**config.mk**
```make
export PLATFORM = sky130hd
export DESIGN_NAME = regfile_dump_reader
export DESIGN_NICKNAME = d
export VERILOG_FILES = /design/src/rtl/regfile_dump_reader.sv
export SDC_FILE = /design/constraint.sdc
export NUM_CORES = 1
export LEC_CHECK = 0
export CORE_MARGIN = 2
export CORE_UTILIZATION = 35
export DETAILED_ROUTE_END_ITERATION = 12
export GPL_TIMING_DRIVEN = 0
export HOLD_SLACK_MARGIN = 0.15
export PLACE_DENSITY = 0.71
export SLEW_MARGIN = 30
export SYNTH_ARGS = -nofsm -noshare
export SYNTH_HDL_FRONTEND = slang
export SYNTH_SLANG_ARGS = --single-unit
```
**constraint.sdc**
```tcl
create_clock -name clk -period 3.1 [get_ports clk]
set_input_delay 0.31 -clock clk [delete_from_list [all_inputs] [get_ports clk]]
set_output_delay 0.31 -clock clk [all_outputs]
set_load 0.05 [all_outputs]
```
**src/rtl/regfile_dump_reader.sv**
```systemverilog
// Debug reader: walks a register range on a spare read port
// and streams each value out over a valid/ready handshake.
module regfile_dump_reader #(
  parameter int DATA_WIDTH = 32,
  parameter int ADDR_WIDTH = 5
) (
  input  logic                  clk,
  input  logic                  rst_n,
  input  logic                  start,
  input  logic [ADDR_WIDTH-1:0] first_reg,
  input  logic [ADDR_WIDTH-1:0] last_reg,
  output logic [ADDR_WIDTH-1:0] read_register,
  input  logic [DATA_WIDTH-1:0] read_data,
  output logic                  out_valid,
  input  logic                  out_ready,
  output logic [DATA_WIDTH-1:0] out_data,
  output logic [ADDR_WIDTH-1:0] out_index,
  output logic                  busy,
  output logic                  done
);

  typedef enum logic [1:0] {
    S_IDLE,
    S_READ,
    S_SEND,
    S_DONE
  } state_t;

  state_t                r_state;
  state_t                w_next;
  logic [ADDR_WIDTH-1:0] r_idx;
  logic [ADDR_WIDTH-1:0] r_last;
  logic                  w_xfer;
  logic                  w_at_last;

  assign w_xfer    = (r_state == S_SEND) && out_valid && out_ready;
  assign w_at_last = (r_idx == r_last);

  always_ff @(posedge clk or negedge rst_n) begin
    if (!rst_n) begin
      r_state <= S_IDLE;
    end else begin
      r_state <= w_next;
    end
  end

  always_comb begin
    w_next = r_state;
    unique case (r_state)
      S_IDLE: if (start) w_next = S_READ;
      S_READ: w_next = S_SEND;
      S_SEND: begin
        if (w_xfer) w_next = w_at_last ? S_DONE : S_READ;
      end
      S_DONE: w_next = S_IDLE;
      default: w_next = S_IDLE;
    endcase
  end

  always_ff @(posedge clk or negedge rst_n) begin
    if (!rst_n) begin
      r_idx     <= '0;
      r_last    <= '0;
      out_valid <= 1'b0;
      out_data  <= '0;
      out_index <= '0;
    end else begin
      if (r_state == S_IDLE && start) begin
        r_idx  <= first_reg;
        r_last <= last_reg;
      end
      if (r_state == S_READ) begin
        out_data  <= read_data;
        out_index <= r_idx;
        out_valid <= 1'b1;
      end
      // Index wraps modulo the register count
      if (w_xfer) begin
        out_valid <= 1'b0;
        if (!w_at_last) r_idx <= r_idx + ADDR_WIDTH'(1);
      end
    end
  end

  assign read_register = (r_state == S_IDLE) ? '0 : r_idx;
  assign busy          = (r_state != S_IDLE);
  assign done          = (r_state == S_DONE);

endmodule

```
; ---- Yosys cells after proc, flatten, opt, wreduce, memory -nomap -nowiden
; Index checks and enable logic that the tools add are counted.
[op_classes]
mux = 10
reduce_logical = 7
eq_ne = 6
addsub = 1
[ops]
columns = cell, count
row1 = two-way mux 5 bit, 4
row2 = case mux 2 bit (4 select lines), 1
row3 = two-way mux 2 bit, 3
row4 = adder 5 x 1 -> 5 bit (second input constant), 1
row5 = equality test 5 bit, 1
row6 = equality test 2 bit (second input constant), 2
row7 = != test 2 bit (second input constant), 2
row8 = nonzero test 2 bit, 2
row9 = logical AND 1 bit, 3
row10 = equality test 2 x 1 -> 1 bit (second input constant), 1
row11 = logical NOT 2 bit, 1
row12 = two-way mux 1 bit, 2
row13 = AND reduction 2 bit, 1
[totals]
ff_bits = 50
out_inout_bits = 45
wordCells = 30
input_bits = 46

; ---- Longest topological paths before layout
[depth]
word_depth = 5
mapped_depth = 5
ltp_nobuf = 5

; ---- Worst setup path before layout
; OpenSTA, ideal clock, no wires.
[synth_timing]
path_kind = reg2reg
start = reg out_valid
end = reg r_idx[1]
period_less_slack_ns = 1.644
setup_slack_ns = 1.456
stages_incl_launch_ff = 4
path_buffers = 0
setup_time_ns = 0.125
arrival_ns = 1.519
required_ns = 2.975
cell_sequence = dfrtp_1 -> nand4b_1 -> a21oi_1 -> mux2_2
[synth_via]
elab_chain_cells = 3
[synth_rtl]
columns = element, line_no
row1 = from (decl), 14  ; output logic out_valid,
row2 = from (signal assigned), 64  ; out_valid <= 1'b0;
row3 = from (signal assigned), 75  ; out_valid <= 1'b1;
row4 = from (signal assigned), 79  ; out_valid <= 1'b0;
row5 = logical AND 1 bit (2 in a row), 36  ; assign w_xfer = (r_state == S_SEND) && out_valid && out_ready;
row6 = two-way mux 5 bit, 78  ; if (w_xfer) begin
row7 = to (signal assigned), 69  ; r_idx <= first_reg;
row8 = to (signal assigned), 80  ; if (!w_at_last) r_idx <= r_idx + ADDR_WIDTH'(1);
row9 = to (decl), 31  ; logic [ADDR_WIDTH-1:0] r_idx;
; No other way between the ends.
; A chain may end at the register's enable or synchronous reset.

; ---- Final worst setup path
[layout_timing]
start = reg r_state[1]
end = out busy
[layout_via]
elab_chain_cells = 1
[layout_rtl]
columns = element, line_no
row1 = from (decl), 29  ; state_t r_state;
row2 = from (signal assigned), 43  ; r_state <= w_next;
row3 = nonzero test 2 bit, 86  ; assign busy = (r_state != S_IDLE);
row4 = to (decl), 18  ; output logic busy,
; No other way between the ends.

==> results.toml <==
[critical_path]
path_class = "reg2out"
rrSetupSlack_ns = 1.38
rr_startpoint = "r_state[1]$_DFFE_PN0P_"
cp_max_fo = 7
critPathRequiredTime_ns = 2.79
rr_endpoint = "r_idx[2]$_DFF_PN0_"
rr_worst_depth = 5
end_kind = "output port"
cp-start-kind = "flop"
cp.arrival_ns = 1.96

[global_route]
grtUsageTotal_pct = 15.12
use_met1_pct = 19.27
grt-busiest-layer = "met2"
grt-ovfl-total = 0
grt_pass1_vias = 1693
antenna_found_initial = 0
grt_pass1_wl_um = 7845
met2_usage_pct = 24.76
met3_usage_pct = 4.891
grt_start_max_net_pins = 33

[synthesis]
avgSynthCellArea_sq_um = 12.84
yosys-top-cells-area = "dfrtp_1 58%, mux2_2 20%, nand2_1 3.3%"
ys.flop_type = "dfrtp_1"
syn_nets = 214
syn_area_sq_mm = 0.002145
synth_edf_count = 0
yosysTopAreaCellShare_pct = 58.34
synth-seq-cells = 50
synthTopCellsByCount = "50 x dfrtp_1, 38 x mux2_2, 19 x nand2_1"
synth_top_area_cell = "dfrtp_1"
yosys.cell_count.top_type = "dfrtp_1"
synth_cells = 167
synth_cell_type_count = 32
synth_seq_area_share_pct = 58.34
synth_warnings = 0
async_flop_share_pct = 100.0

[timing]
skew_ns = 0.008842
period_share_pct = 73.09
fin_setup_tns_ns = 0
max_slew.worst_pin.slew_ns = 0.5249
setup_viol = 0
max-slew-margin-rel_pct = 64.90
fmax_mhz = 441.4
report.final.hold_viol_count = 0
finalMaxSlewViolations = 0
rsz0062_at_grt = "false"
period_needed_ns = 2.266

[status]
status = "finished, final reports clean"

[cells_and_area]
fin_nets = 313
n_antenna_cell = 0
syn2layout_area_growth_pct = 51.52
drive_gt1_share_pct = 21.51

[cts]
h-tree-depth = 2
ctsResizeCount = 0
clock_path_buffers = 2
cts_inserted_buffers = 5
cts_root_buffer = "clkbuf_8"
path_clk_slew_ns = 0.09
clkLatencyLatePin_ns = 0.30
clock-sinks = 50
cts_tree = "done"

[floorplan]
std_cell_rows = 28
die_area_sq_mm = 0.006769
initial_core_util_pct = 36.22
ios = 91
core-area_sq_mm = 0.005921
fp.dieH_um = 82.28
dieWidth_um = 82.28

[job]
cap_viol_max_count = 0

[worst_hold_path]
hold_class = "in2async"

[route]
drtAntennaViolNets = 0
drc = 0
via_per_inst = 4.779
postRouteWirelength_um = 4762
wl_per_cell_um = 14.01
first_iter_violations = 72
vias = 1625
firstDrtPassIters = 4

[placed_design]
routabilityCongestion = 0.8386
port_buffers = 90
dp.final_hpwl_um = 3513
-- cell families (layout without fill, tap and decap cells) --
kind of cell,after synthesis,count (layout),synth area share [%]
xor gates and xnor gates,6,6,2.450
AOI/OAI and AO/OA,12,12,3.792
muxes,39,39,20.65
buffers and inverters,9,107,2.333
adders and majority gates,1,1,0.5833
and+or+nand+nor,50,50,11.84
DFF,50,50,58.34
-- worst max-delay path, cell delays in order, from the launching register on --
cell and delay (ns):
dfrtp_1 0.43, nor2_1 0.40, inv_1 0.09, clkdlybuf4s50_1 0.73
-- placed cells by master, fill, tap and decap left out, types with 2 or more instances in the layout --
| cell type | netlist | final |
|---|---|---|
| o21ai_0 | 2 | 2 |
| mux2_2 | 38 | 38 |
| clkbuf_8 | 1 | 7 |
| dfrtp_1 | 50 | 50 |
| nand3_1 | 6 | 6 |
| and2_1 | 2 | 2 |
| or2b_1 | 2 | 2 |
| a21oi_1 | 3 | 3 |
| o211ai_1 | 3 | 3 |
| nand2_1 | 19 | 19 |
| nor2_1 | 8 | 8 |
| nor2b_1 | 4 | 4 |
| clkdlybuf4s50_1 | 0 | 89 |
| xnor2_1 | 5 | 5 |
| inv_1 | 2 | 2 |
| buf_2 | 5 | 5 |
-- per-layer routing --
metal	up-vias	share of wire, %	wire length, um
li1	770	-	-
met1	791	43	2069
met2	59	48	2306
met3	5	7.1	337
met4	0	1.0	48
met5	-	0	0
-- sequential cells by signal, summed over array words and instances, names as in the netlist --
register and cells:
out_data 32, out_index 5, out_valid 1, r_idx 5, r_last 5, r_state 2
-- timing repair --
action	4_1_cts	5_1_grt
hold buffers	1	0
hold endpoints to repair	18	0
endpoints found under the setup margin	0	0
setup buffers	0	0
-- how the worst max path moves through the flow --
stage | start | to | slack, ns | cells after the start
final | r_state[1]$_DFFE_PN0P_ | busy | 0.83 | 3
after global routing | r_state[1]$_DFFE_PN0P_ | busy | 0.67 | 3
after CTS | r_state[1]$_DFFE_PN0P_ | busy | 0.76 | 3
after detailed placement | r_state[1]$_DFFE_PN0P_ | busy | 1.11 | 3
after global placement | rst_n | out_data[18]$_DFFE_PN0P_ | 0.17 | 1
after floorplan | out_valid$_DFFE_PN0P_ | r_idx[1]$_DFF_PN0_ | 1.46 | 3
-- area by class of cell --
| class | instances | area, sq um |
|---|---|---|
| plain buffers | 7 | 42.54 |
| clock buffers | 6 | 82.58 |
| fillers | 513 | 2671 |
| inverters | 2 | 7.507 |
| multi-input cells | 108 | 843.3 |
| flip-flops and latches | 50 | 1251 |
| well taps | 75 | 93.84 |
| repair buffers | 92 | 928.4 |
-- stage by stage --
step | setup WS [ns] | instance area [sq um] | util, % | instances | hold WS [ns]
after floorplan | 1.456 | 2145 | - | 167 | 0.01441
after global placement | 0.1668 | 3139 | 53.02 | 332 | 0.4884
after detailed placement | 1.105 | 3157 | 53.32 | 333 | 0.2046
after CTS | 0.7631 | 3249 | 54.88 | 340 | 0.4143
after global routing | 0.6713 | 3249 | 54.88 | 340 | 0.4560
final | 0.8344 | 3249 | 54.88 | 340 | 0.4175
Power is not shown: default switching activity piles up to over one toggle a cycle in this logic, so the estimate is an artifact.
